==> config.mk <==
export PLATFORM = sky130hd
export DESIGN_NAME = execute_stage_mc
export DESIGN_NICKNAME = d
export VERILOG_FILES = /design/src/rtl/exec_pkg.sv /design/src/rtl/exec_mul_iter.sv /design/src/rtl/execute_stage_mc.sv
export SDC_FILE = /design/constraint.sdc
export NUM_CORES = 1
export LEC_CHECK = 0
export CORE_MARGIN = 5
export CORE_UTILIZATION = 39
export CTS_CLUSTER_DIAMETER = 100
export DETAILED_ROUTE_END_ITERATION = 12
export PLACE_DENSITY_LB_ADDON = 0.1
export SLEW_MARGIN = 20
export SYNTH_ARGS = -nofsm -noshare
export SYNTH_HDL_FRONTEND = slang
export SYNTH_HIERARCHICAL = 1
export SYNTH_SLANG_ARGS = --single-unit
export TNS_END_PERCENT = 30
==> constraint.sdc <==
create_clock -name clk -period 5.3 [get_ports clk]
set_input_delay 1.06 -clock clk [delete_from_list [all_inputs] [get_ports clk]]
set_output_delay 1.06 -clock clk [all_outputs]
set_load 0.01 [all_outputs]
==> src/rtl/exec_pkg.sv <==
// exec_pkg: opcodes, flag bit indices, branch conditions and FSM states shared by the execute stage
package exec_pkg;
  localparam logic [3:0] OP_NOP  = 4'd0;
  localparam logic [3:0] OP_MOV  = 4'd1;
  localparam logic [3:0] OP_NOT  = 4'd2;
  localparam logic [3:0] OP_INC  = 4'd3;
  localparam logic [3:0] OP_DEC  = 4'd4;
  localparam logic [3:0] OP_ADD  = 4'd5;
  localparam logic [3:0] OP_SUB  = 4'd6;
  localparam logic [3:0] OP_AND  = 4'd7;
  localparam logic [3:0] OP_OR   = 4'd8;
  localparam logic [3:0] OP_SHL  = 4'd9;
  localparam logic [3:0] OP_SHR  = 4'd10;
  localparam logic [3:0] OP_MUL  = 4'd11;
  localparam logic [3:0] OP_SETC = 4'd12;
  localparam logic [3:0] OP_CLRC = 4'd13;
  localparam int FLAG_Z = 0;
  localparam int FLAG_C = 1;
  localparam int FLAG_N = 2;
  localparam logic [1:0] COND_Z      = 2'b00;
  localparam logic [1:0] COND_N      = 2'b01;
  localparam logic [1:0] COND_C      = 2'b10;
  localparam logic [1:0] COND_ALWAYS = 2'b11;
  typedef enum logic [1:0] {ST_IDLE = 2'd0, ST_MULT = 2'd1, ST_DONE = 2'd2} state_t;
  function automatic int condFlag(input logic [1:0] cond);
    return cond == COND_N ? FLAG_N : cond == COND_C ? FLAG_C : FLAG_Z;
  endfunction
endpackage

==> src/rtl/exec_mul_iter.sv <==
// exec_mul_iter: iterative shift-add multiplier, one partial product per cycle, done on the last step
module exec_mul_iter #(
  parameter int DATA_W = 16
) (
  input  logic                  clk,
  input  logic                  rst_n,
  input  logic                  clear,
  input  logic                  start,
  input  logic [DATA_W-1:0]     a,
  input  logic [DATA_W-1:0]     b,
  output logic                  done,
  output logic [2*DATA_W-1:0]   product
);
  localparam int CNT_W = $clog2(DATA_W);
  logic busy;
  logic [CNT_W-1:0] count;
  logic [2*DATA_W-1:0] mcand;
  logic [DATA_W-1:0] mplier;
  assign done = busy && count == CNT_W'(DATA_W - 1);
  // Latch operands on start, then add the shifted multiplicand for each set multiplier bit
  always_ff @(posedge clk or negedge rst_n)
    if (!rst_n) begin
      busy <= 1'b0;
      count <= '0;
      mcand <= '0;
      mplier <= '0;
      product <= '0;
    end else if (clear) begin
      busy <= 1'b0;
      count <= '0;
    end else if (start) begin
      busy <= 1'b1;
      count <= '0;
      mcand <= {{DATA_W{1'b0}}, a};
      mplier <= b;
      product <= '0;
    end else if (busy) begin
      product <= mplier[0] ? product + mcand : product;
      mcand <= mcand << 1;
      mplier <= mplier >> 1;
      count <= count + CNT_W'(1);
      busy <= !done;
    end
endmodule

==> src/rtl/execute_stage_mc.sv <==
// execute_stage_mc: ALU/branch/iterative-MUL execute stage with valid/ready on both sides; EXEC_FLAG_SAVE_EN adds a flag shadow register
module execute_stage_mc
  import exec_pkg::*;
#(
  parameter int DATA_W = 16,
  parameter int TAG_W  = 3
) (
  input  logic              clk,
  input  logic              rst_n,
  input  logic              flush,
  input  logic              in_valid,
  output logic              in_ready,
  input  logic              alu_src,
  input  logic              branch,
  input  logic [3:0]        func,
  input  logic [DATA_W-1:0] read_data1,
  input  logic [DATA_W-1:0] read_data2,
  input  logic [DATA_W-1:0] imm,
  input  logic [TAG_W-1:0]  in_tag,
  output logic              out_valid,
  input  logic              out_ready,
  output logic [DATA_W-1:0] result,
  output logic [DATA_W-1:0] result_hi,
  output logic [TAG_W-1:0]  out_tag,
  output logic              branch_taken,
  output logic [2:0]        flags
`ifdef EXEC_FLAG_SAVE_EN
  ,
  input  logic              flag_save,
  input  logic              flag_restore
`endif
);
  localparam int SH_W = $clog2(DATA_W);
  state_t state, stateNext;
  logic [DATA_W-1:0] in1, aluRes;
  logic [DATA_W:0] wide;
  logic [SH_W-1:0] shamt;
  logic aluC, writeZN, writeOut, isMul, fire, taken, mulDone;
  logic [2:0] aluFlags, brFlags, flagsNext;
  logic [2*DATA_W-1:0] product;
  logic [TAG_W-1:0] mulTag;
  assign in1 = alu_src ? imm : read_data1;
  assign shamt = read_data2[SH_W-1:0];
  assign isMul = !branch && func == OP_MUL;
  assign fire = in_valid && in_ready && !flush;
  assign taken = func[1:0] == COND_ALWAYS || flags[condFlag(func[1:0])];
  exec_mul_iter #(.DATA_W(DATA_W)) mulIter (
    .clk(clk),
    .rst_n(rst_n),
    .clear(flush),
    .start(fire && isMul),
    .a(in1),
    .b(read_data2),
    .done(mulDone),
    .product(product)
  );
`ifdef EXEC_FLAG_SAVE_EN
  logic [2:0] shadow;
  // Shadow copy of the flags, sampled before this cycle's update
  always_ff @(posedge clk or negedge rst_n)
    if (!rst_n) shadow <= '0;
    else if (flag_save) shadow <= flags;
`endif
  // FSM state register
  always_ff @(posedge clk or negedge rst_n)
    if (!rst_n) state <= ST_IDLE;
    else state <= stateNext;
  // FSM next state: IDLE launches a MUL, MULT runs until the last partial product, DONE publishes it
  always_comb begin
    stateNext = state;
    if (flush) stateNext = ST_IDLE;
    else
      case (state)
        ST_IDLE: stateNext = fire && isMul ? ST_MULT : ST_IDLE;
        ST_MULT: stateNext = mulDone ? ST_DONE : ST_MULT;
        default: stateNext = ST_IDLE;
      endcase
  end
  // FSM outputs: accept only when idle and the output slot is free or draining
  always_comb in_ready = state == ST_IDLE && (!out_valid || out_ready);
  // Single-cycle ALU; carry/borrow comes from the extra top bit of the widened result
  always_comb begin
    wide = '0;
    aluRes = '0;
    aluC = flags[FLAG_C];
    writeZN = 1'b1;
    writeOut = 1'b1;
    case (func)
      OP_MOV:  aluRes = in1;
      OP_NOT:  aluRes = ~in1;
      OP_INC:  begin wide = {1'b0, in1} + (DATA_W+1)'(1); {aluC, aluRes} = wide; end
      OP_DEC:  begin wide = {1'b0, in1} - (DATA_W+1)'(1); {aluC, aluRes} = wide; end
      OP_ADD:  begin wide = {1'b0, in1} + {1'b0, read_data2}; {aluC, aluRes} = wide; end
      OP_SUB:  begin wide = {1'b0, in1} - {1'b0, read_data2}; {aluC, aluRes} = wide; end
      OP_AND:  aluRes = in1 & read_data2;
      OP_OR:   aluRes = in1 | read_data2;
      OP_SHL:  begin wide = {1'b0, in1} << shamt; {aluC, aluRes} = wide; end
      OP_SHR:  begin wide = {in1, 1'b0} >> shamt; {aluRes, aluC} = wide; end
      OP_SETC: begin aluC = 1'b1; writeZN = 1'b0; end
      OP_CLRC: begin aluC = 1'b0; writeZN = 1'b0; end
      default: begin writeZN = 1'b0; writeOut = 1'b0; end
    endcase
  end
  // Next flag value from MUL completion, ALU op or branch; restore overrides everything
  always_comb begin
    aluFlags = flags;
    aluFlags[FLAG_C] = aluC;
    if (writeZN) begin
      aluFlags[FLAG_Z] = aluRes == '0;
      aluFlags[FLAG_N] = aluRes[DATA_W-1];
    end
    brFlags = flags;
    if (taken && func[1:0] != COND_ALWAYS) brFlags[condFlag(func[1:0])] = 1'b0;
    flagsNext = flags;
    if (flush) flagsNext = flags;
    else if (state == ST_DONE) begin
      flagsNext[FLAG_Z] = product == '0;
      flagsNext[FLAG_C] = |product[2*DATA_W-1:DATA_W];
      flagsNext[FLAG_N] = product[2*DATA_W-1];
    end else if (fire && !isMul) flagsNext = branch ? brFlags : aluFlags;
`ifdef EXEC_FLAG_SAVE_EN
    if (flag_restore) flagsNext = shadow;
`endif
  end
  // Flag register
  always_ff @(posedge clk or negedge rst_n)
    if (!rst_n) flags <= '0;
    else flags <= flagsNext;
  // Output slot: loaded by an accepted op or MUL completion, held under back-pressure
  always_ff @(posedge clk or negedge rst_n)
    if (!rst_n) begin
      out_valid <= 1'b0;
      result <= '0;
      result_hi <= '0;
      out_tag <= '0;
      branch_taken <= 1'b0;
      mulTag <= '0;
    end else if (flush) out_valid <= 1'b0;
    else if (state == ST_DONE) begin
      out_valid <= 1'b1;
      result <= product[DATA_W-1:0];
      result_hi <= product[2*DATA_W-1:DATA_W];
      out_tag <= mulTag;
      branch_taken <= 1'b0;
    end else if (fire) begin
      out_valid <= branch || writeOut;
      if (isMul) mulTag <= in_tag;
      if (branch || writeOut) begin
        result <= branch ? (taken ? read_data1 : '0) : aluRes;
        result_hi <= '0;
        out_tag <= in_tag;
        branch_taken <= branch && taken;
      end
    end else if (out_ready) out_valid <= 1'b0;
endmodule

==> results of run 1 <==
## final cells by class
cell class	count	area, um2
Sequential cell	130	3250
Antenna cell	3	7.51
Timing Repair Buffer	246	2140
Inverter	67	251
Clock inverter	15	139
Tap cell	448	561
Fill cell	3275	17400
Multi-Input combinational cell	1285	9280
Clock buffer	17	425
## flip-flops by register name, summed over array words and instances (netlist names), 2 cells and up
name	cells
mulIter/mcand	32
mulIter/product	32
mulIter/mplier	16
result	16
result_hi	16
mulIter/count	4
flags	3
mulTag	3
out_tag	3
state	2
## kinds of logic after synthesis
family | count (synthesis) | synth area share, %
AND/OR/NAND/NOR | 561 | 21.8
multiplexers | 106 | 11.1
AO/OA/AOI/OAI | 484 | 25.6
buffers and inverters | 167 | 5.06
XOR/XNOR | 42 | 2.80
flip-flops | 130 | 24.7
adder cells (fa/ha/maj) | 92 | 8.93
## worst max path at each step
stage / endpoint / slack, ns / from / depth (start not counted)
after global placement: result[14]$_DFFE_PN0P_ / 0.003 / alu_src / 13
final: result[14]$_DFFE_PN0P_ / 0.32 / imm[11] / 12
after CTS: result[14]$_DFFE_PN0P_ / 0.50 / imm[11] / 12
after detailed placement: result[14]$_DFFE_PN0P_ / 0.04 / alu_src / 13
after floorplan: flags[0]$_DFFE_PN0P_ / 0.62 / alu_src / 14
after global routing: result[14]$_DFFE_PN0P_ / 0.29 / imm[4] / 13
## cell usage in the layout (no fill, tap or decap), types with 11 or more instances in the layout
| cell type | instances |
|---|---|
| sky130_fd_sc_hd__nor4_1 | 18 |
| sky130_fd_sc_hd__nand2b_1 | 14 |
| sky130_fd_sc_hd__nand2_1 | 216 |
| sky130_fd_sc_hd__ha_1 | 89 |
| sky130_fd_sc_hd__o211ai_1 | 16 |
| sky130_fd_sc_hd__xnor2_1 | 28 |
| sky130_fd_sc_hd__or3_1 | 14 |
| sky130_fd_sc_hd__a22o_1 | 12 |
| sky130_fd_sc_hd__a211oi_1 | 23 |
| sky130_fd_sc_hd__dfrtp_1 | 130 |
| sky130_fd_sc_hd__clkdlybuf4s50_1 | 99 |
| sky130_fd_sc_hd__o221ai_1 | 12 |
| sky130_fd_sc_hd__xor2_1 | 14 |
| sky130_fd_sc_hd__o31ai_1 | 12 |
| sky130_fd_sc_hd__nor2_1 | 86 |
| sky130_fd_sc_hd__nand3b_1 | 16 |
| sky130_fd_sc_hd__clkbuf_16 | 17 |
| sky130_fd_sc_hd__o21ai_0 | 140 |
| sky130_fd_sc_hd__a31oi_1 | 11 |
| sky130_fd_sc_hd__a2111oi_0 | 13 |
| sky130_fd_sc_hd__mux4_2 | 27 |
| sky130_fd_sc_hd__a222oi_1 | 16 |
| sky130_fd_sc_hd__a21oi_1 | 66 |
| sky130_fd_sc_hd__nor3b_1 | 13 |
| sky130_fd_sc_hd__buf_4 | 140 |
| sky130_fd_sc_hd__inv_1 | 54 |
| sky130_fd_sc_hd__inv_2 | 12 |
| sky130_fd_sc_hd__a21o_1 | 22 |
| sky130_fd_sc_hd__mux2i_1 | 68 |
| sky130_fd_sc_hd__o22ai_1 | 17 |
| sky130_fd_sc_hd__nand4_1 | 22 |
| sky130_fd_sc_hd__nand3_1 | 37 |
| sky130_fd_sc_hd__nor2b_1 | 17 |
| sky130_fd_sc_hd__nor3_1 | 30 |
## through the flow
stage | total power [mW] | utilization (%) | hold slack [ns] | cell area (um2)
6_report | 3.32 | 48.0 | 0.478 | 16100
2_1_floorplan | 1.64 | - | 0.445 | 13100
4_1_cts | 3.32 | 48.0 | 0.481 | 16100
3_3_place_gp | 2.17 | 46.3 | 0.459 | 15500
3_5_place_dp | 2.17 | 46.3 | 0.468 | 15500
5_1_grt | 3.45 | 48.0 | 0.495 | 16100
## worst min-delay path, cell delays in order (launching register included)
cell,delay [ns]
sky130_fd_sc_hd__dfrtp_1,0.34
sky130_fd_sc_hd__nand2_1,0.05
sky130_fd_sc_hd__nand2_1,0.06
## metal layers
layer,up-vias,track usage [%],wire (um)
met5,-,0,0
met3,138,6.98,5620
met2,762,42.7,24100
met1,6693,44.0,26300
met4,0,10.1,1970
li1,6332,-,-
## power by group through the flow
stage | registers (mW) | logic, mW | clock network [mW]
4_1_cts | 1.07 | 1.09 | 1.16
2_1_floorplan | 1.09 | 0.542 | 0
5_1_grt | 1.07 | 1.18 | 1.19
6_report | 1.07 | 1.12 | 1.13
3_5_place_dp | 1.08 | 1.09 | 0
3_3_place_gp | 1.08 | 1.09 | 0
==> summary.md, run 1 <==
The power density relative to cell area is 206 nW/um2, and the yosys synthesis warning count is 6. The number of global-route vias before repair was 13,083. The logs give 130 for the count of clock tree sinks and 6.74 nW for the leakage power of the design.

For this run, asynchronously set or reset flops after synthesis account for 100%. In the global route stage, overall resource usage came out at 29.8%. For the placed wire-length estimate after detailed placement, the log shows 45,700 um. The master cell of the clock root buffer is sky130_fd_sc_hd__clkbuf_16. The final count of pins violating max slew is 0, and the fraction of synthesized cell area taken by the top area cell type is 24.7%. Data on the critical path arrives at its endpoint at 5.27 ns.

The highest cell delay on the worst timing path is 0.92 ns, and the overall die area is 37,500 um2. The worst register-to-register path begins at mulIter/product[0]$_DFFE_PN0P_. Setup repair after global routing left no endpoint under its margin. The path type of the worst setup path is primary input to register. Counting flops with a built-in enable in the synthesized netlist gives 0. The run gives 3 as the number of antenna violations at the first check in global routing.

Sorting the synthesized cells by area gives the leading types as sky130_fd_sc_hd__dfrtp_1, sky130_fd_sc_hd__ha_1, sky130_fd_sc_hd__nand2_1, sky130_fd_sc_hd__o21ai_0, sky130_fd_sc_hd__mux2i_1. Post-detailed-route via-to-cell ratio: 6.30. The analysis attributes to net switching a power of 1.16 mW. At the end of the flow, the number of nets in the layout was 1,901. VDD sags by at most 217 uV.

Including well taps, the total number of placed cells is 2,176. Leaving out filler cells and counting taps, the final layout contains 2,211. In this run, post-CTS hold repair placed 0 buffers.

The cell count after synthesis is 1,582, and the final worst-path setup slack is 0.319 ns. The run gives 201 MHz as the maximum achievable frequency. The clock skew is 0.0145 ns.

Cell internal power was estimated by the tool at 2.15 mW. The number of gates resized after CTS is 0. The clock tree synthesis step divided the H-tree into 4 levels. The floorplan has 67 rows. I/O pin count: 103. The tools report the post-synthesis net count as 1,736. The maximum fanout encountered on the critical timing path is 3, and the final weighted congestion of routability-driven global placement is 1.03. A synthesized cell averages 8.31 um2.

The hold-critical path depth was 2; the post-route fraction of the period consumed by the critical path was 94.0%. Clock-pin slew reported for the worst setup and hold paths after clock tree synthesis: 0.06 ns. Broken down by cell family, the worst path's largest delay share belongs to compound AO/OA/AOI/OAI gates. The power share of the sequential group was 32.2%; the fraction of final layout cells with drive strength greater than 1 was 15.4%.

For the worst setup path, the data required time is 5.59 ns. The detail route stage leaves a number of antenna-violating nets equal to 0. The tools report the synthesized area as 13,100 um2.

The worst setup path is captured at a register. Of all cell types, the one taking the most synthesized area is sky130_fd_sc_hd__dfrtp_1. The remaining max-slew budget at the tightest pin was 26.9%; the number of max-cap violations was 0.

The number of buffers on the longest clock path was 2; the starting density of the core was 39.3%. The number of endpoints failing setup at the final stage came out at 0. The tools report the clock network fraction of design power as 34.2%. TritonCTS built the clock tree. The clock reaches the later pin of the worst-skew pair after 0.45 ns. Cell with the most instances after synthesis: sky130_fd_sc_hd__nand2_1. Number of cells on the worst reg-to-reg path: 11.

The tightest min-delay check is of the register to register type. For the iteration-0 DRC count of the detailed router, the log shows 1,672. The tools report the number of hold violations in the final report as 0.

The worst setup path is launched from a primary input. The tools report the via total after detailed routing as 13,925. The height of the chip is 194 um.

For this run, the leading register cell type out of synthesis is sky130_fd_sc_hd__dfrtp_1. The hold-critical path endpoint is mulTag[1]$_DFFE_PN0P_. Total core area: 33,400 um2. The register bit total from synthesis is 130. The detailed-routing iteration count for the pre-antenna-repair pass is 8, and the total clock buffers created by CTS is 17. The post-route minimum period was 4.98 ns.

The width of the die is 194 um. The first global-routing pass estimated 85,800 um of wire. Entering global routing, the biggest net connects 94 pins. Net switching is 35.1% of the power.

The total overflow left after global routing is 0. The number of different library cells in the post-synthesis netlist was 98; the worst-case setup slack after placement was 0.0356 ns. The final routed DRC violation total was 0. After routing, the total negative slack on setup checks comes to 0 ns. Dividing the detail-routed wire length by the instance count gives 26.2 um.

The worst reg2reg path endpoint is mulIter/product[30]$_DFFE_PN0P_. The number of setup buffers added after CTS is 0. The slew at the pin with the worst max-slew slack came out at 1.08 ns. Counting instances in the post-synthesis netlist gives the leading cell types as sky130_fd_sc_hd__nand2_1, sky130_fd_sc_hd__o21ai_0, sky130_fd_sc_hd__dfrtp_1, sky130_fd_sc_hd__ha_1, sky130_fd_sc_hd__nor2_1. Aggregate routed wire length: 57,900 um. Number of buffer and inverter stages on the critical path: 2. The run finished with clean final reports. Per report_power, the combinational group accounts for 33.7% of the total.

The tools report the worst reg-to-reg setup slack as 1.72 ns. In this run the tool buffered the top-level ports with 102 buffer cells. Cell at the slowest stage of the critical path: sky130_fd_sc_hd__a2111oi_0. Compared with the post-synthesis result, the final layout area differs by 22.2%. The signal on the critical path passes through clkdlybuf4s50_1 > mux2i_1 > ha_1 > or3_1 > a2111oi_0 > o31ai_1 > buf_4 > xnor2_1 > o221ai_1 > a211o_1 > a222oi_1 > o21ai_0. Summing the sequential cell areas from Yosys gives 24.7% of the chip area. The worst hold path begins at mulTag[1]$_DFFE_PN0P_.
(Power assumes the default switching activity.)
==> run 2, diff against run 1 <==
--- a/config.mk
+++ b/config.mk
@@ -10,6 +10,7 @@
 export CTS_CLUSTER_DIAMETER = 100
 export DETAILED_ROUTE_END_ITERATION = 12
 export PLACE_DENSITY_LB_ADDON = 0.1
+export SETUP_SLACK_MARGIN = 0.5
 export SLEW_MARGIN = 20
 export SYNTH_ARGS = -nofsm -noshare
 export SYNTH_HDL_FRONTEND = slang
==> run 2 against run 1 <==
Clock-buffer cell count unchanged. Largest cell class unchanged. Critical path type unchanged. Sequential cell count unchanged. First-iteration DRC count up 3.7%. Maximum frequency up 3.9%. Non-clock buffer count unchanged. Via count up 0.32%. Worst hold slack about the same. Combinational power about the same. Final cell count unchanged.
==> summary.md, run 2 (synthesis results as in run 1) <==
In this run the worst setup path terminates at result[14]$_DFFE_PN0P_. The total clock buffers created by CTS is 17 (unchanged), and the maximum achievable frequency is 209 MHz (+3.9%). The final weighted congestion of routability-driven global placement was 1.03 (unchanged). The leakage power of the design is 6.74 nW (about the same). Master cell of the clock root buffer: sky130_fd_sc_hd__clkbuf_16. The post-CTS setup-driven buffer insertion count is 0 (unchanged). The combinational group share of total power is 33.8% (about the same), and the worst-case setup slack after placement is 0.0356 ns (unchanged). The number of hold violations in the final report came out at 0 (unchanged). The height of the chip came out at 194 um (unchanged). The cts-stage hold buffer count came out at 0 (unchanged).

Cell-internal power: 2.15 mW (about the same). The leading cell type in the layout, fill and taps excluded is sky130_fd_sc_hd__nand2_1. TritonCTS built the clock tree. The final worst-path setup slack was 0.506 ns (+0.187 ns); the switching power total was 1.17 mW (+0.26%).

The number of max-cap violations is 0 (unchanged). The proportion of total power due to net switching was 35.1% (+0.048 points); the clock-pin slew reported for the worst setup and hold paths after clock tree synthesis was 0.06 ns (about the same). STA classifies the critical path endpoint as a register.

The tools report the final layout net count as 1,901 (unchanged). The logs give 32.1% (about the same) for the power share of the sequential group and 0.0145 ns (+0.0000128 ns) for the clock skew. Relative to the synthesized area, the layout overhead comes to 22.3%.

The maximum fanout encountered on the critical timing path is 3 (unchanged), and the arrival time of data at the critical path endpoint is 5.08 ns (-0.19 ns). The placed wire-length estimate after detailed placement was 45,700 um (unchanged). The number of stages on the worst setup path is 12 (unchanged).

Broken down by cell family, the worst path's largest delay share belongs to compound AO/OA/AOI/OAI gates. The cell at the slowest stage of the critical path was sky130_fd_sc_hd__a2111oi_1. The residual antenna-violating net count after detailed routing was 0 (unchanged); the number of fill cells in the layout was 3,277 (+0.061%). Width of the die: 194 um (unchanged). The highest cell delay on the worst timing path is 0.70 ns (-0.22 ns), and the overall die area is 37,500 um2 (unchanged). The data required time of the critical path came out at 5.59 ns (about the same). For the latest clock arrival within the worst-skew pair, the log shows 0.45 ns (about the same). The cell area after placement came out at 15,500 um2 (unchanged). The tools report the clock network fraction of design power as 34.1% (about the same).

Leaving out fill and tap cells, the most frequent cells in the layout are sky130_fd_sc_hd__nand2_1, sky130_fd_sc_hd__o21ai_0, sky130_fd_sc_hd__buf_4. The run gives 23.7% (-3.2 points) as the remaining max-slew budget at the tightest pin. The run gives 0 (unchanged) as the remaining global-route overflow. Count of clock tree sinks: 130 (unchanged). Number of global-route vias before repair: 13,083 (unchanged). The run finished with clean final reports. For the I/O pin count, the log shows 103 (unchanged). The critical path in this run is classified as primary input to register.

The number of endpoints failing setup at the final stage was 0 (unchanged); the number of buffer cells added on primary ports was 102 (unchanged). For the final count of pins violating max slew, the log shows 0 (unchanged). The startpoint type of the worst setup path is a primary input.

The number of buffer and inverter stages on the critical path works out to 2 (unchanged). The run gives 29.8% (unchanged) as the overall track demand over capacity in global routing. The aggregate routed wire length was 58,100 um (+0.26%); the iteration-0 DRC count of the detailed router was 1,734 (+3.7%). The starting density of the core was 39.3% (unchanged); the number of cells on the worst reg-to-reg path was 11 (unchanged). The run gives 13,969 (+0.32%) as the via total after detailed routing. The final routed DRC violation total came out at 0 (unchanged). The logs give 16,100 um2 (+0.10%) for the design area and 2,211 (unchanged) for the final cell count without fillers. The wire length of the first global-routing pass is 85,800 um (unchanged), and the CTS H-tree depth is 4 (unchanged).

The power density relative to cell area works out to 206 nW/um2 (about the same). In this run the worst setup path begins at imm[11]. The post-detailed-route via-to-cell ratio is 6.32 (+0.32%). For the accumulated negative setup slack, the log shows 0 ns (unchanged). The min-delay analysis places its worst path in the category register to register. The tools report the maximum VDD drop as 217 uV (about the same).

The cell row count came out at 67 (unchanged). The fraction of final layout cells with drive strength greater than 1 was 15.6% (+0.17 points). The tools report the worst reg2reg path startpoint as mulIter/product[0]$_DFFE_PN0P_. The wire length per cell is 26.3 um (+0.26%). Post-route minimum period: 4.79 ns (-0.187 ns). Walking the worst path, the cells encountered are clkdlybuf4s50_1 > mux2i_1 > ha_1 > or3_1 > a2111oi_1 > o31ai_1 > buf_4 > xnor2_1 > o221ai_1 > a211o_1 > a222oi_1 > o21ai_0. Number of buffers on the longest clock path: 2 (unchanged).

The maximum number of pins on one net before global-route repair is 94 (unchanged). Worst reg2reg path endpoint: mulIter/product[30]$_DFFE_PN0P_. Detailed-routing iteration count for the pre-antenna-repair pass: 9 (+1). The worst reg-to-reg setup slack is 1.70 ns (-0.02 ns).

In the final layout, the registers with the most flip-flops are mulIter/mcand: 32 flops, mulIter/product: 32 flops. The total core area was 33,400 um2 (unchanged). The run gives 3 (unchanged) as the number of antenna violations at the first check in global routing. The slew at the pin with the worst max-slew slack is 1.13 ns (+0.0468 ns). The post-route fraction of the period consumed by the critical path was 90.5% (-3.5 points).

Setup repair after global routing could not meet its margin everywhere. The cell count after placement is 2,176 (unchanged).
[run 2: cell count changes in the layout (fill, tap and decap cells not counted)]
cell / previous run / this run
sky130_fd_sc_hd__a2111oi_0: 13 / 11
sky130_fd_sc_hd__a2111oi_1: 0 / 2
sky130_fd_sc_hd__a211oi_1: 23 / 21
sky130_fd_sc_hd__a211oi_2: 0 / 2
sky130_fd_sc_hd__mux2i_1: 68 / 67
sky130_fd_sc_hd__mux2i_2: 3 / 4
[run 2: through the flow]
stage                     total power, mW  utilization (%)  hold slack, ns
final                                3.32             48.1           0.478
after global routing                 3.45             48.1           0.495
after CTS                            3.32             48.0           0.481
after detailed placement             2.17             46.3           0.468
after global placement               2.17             46.3           0.459
after floorplan                      1.64                -           0.445
[run 2: repair_timing]
action                                  CTS  global route
endpoints found under the setup margin    1             8
cloned                                    0             0
endpoints found under the hold margin     0             0
gates resized for setup                   1             4
[run 2: final cells by class]
class	instances	area [um2]	share of cell area [%]
multi-input combinational	1285	9300	57.8
sequential	130	3250	20.2
timing repair buffer	246	2140	13.3
tap	448	561	3.49
clock buffer	17	425	2.65
inverter	67	251	1.56
clock inverter	15	139	0.864
antenna	3	7.51	0.0467
[run 2: worst min path at each step]
stage                     cells past startpoint  slack, ns                  start                     to
after floorplan                               2       0.45  mulTag[0]$_DFFE_PN0P_  mulTag[0]$_DFFE_PN0P_
after global placement                        2       0.46  mulTag[1]$_DFFE_PN0P_  mulTag[1]$_DFFE_PN0P_
after detailed placement                      2       0.47  mulTag[1]$_DFFE_PN0P_  mulTag[1]$_DFFE_PN0P_
after CTS                                     2       0.48  mulTag[1]$_DFFE_PN0P_  mulTag[1]$_DFFE_PN0P_
after global routing                          2       0.50  result[0]$_DFFE_PN0P_  result[0]$_DFFE_PN0P_
final                                         2       0.48  mulTag[1]$_DFFE_PN0P_  mulTag[1]$_DFFE_PN0P_
[run 2: worst min-delay path, cell delays in order, from the launching register on]
cell and delay, ns:
sky130_fd_sc_hd__dfrtp_1 0.34, sky130_fd_sc_hd__nand2_1 0.05, sky130_fd_sc_hd__nand2_1 0.06
[run 2: per-layer routing]
metal	vias up	routed length (um)	GRT usage, %
met3	113	5670	6.98
li1	6342	-	-
met4	0	1830	10.1
met5	-	0	0
met1	6755	26400	44.0
met2	759	24200	42.7
[run 2: power by group through the flow]
| stage | sequential (mW) | combinational, mW | clock [mW] |
|---|---|---|---|
| floorplan | 1.09 | 0.542 | 0 |
| CTS | 1.07 | 1.09 | 1.16 |
| global placement | 1.08 | 1.09 | 0 |
| global route | 1.07 | 1.18 | 1.19 |
| finish | 1.07 | 1.12 | 1.13 |
| detailed placement | 1.08 | 1.09 | 0 |
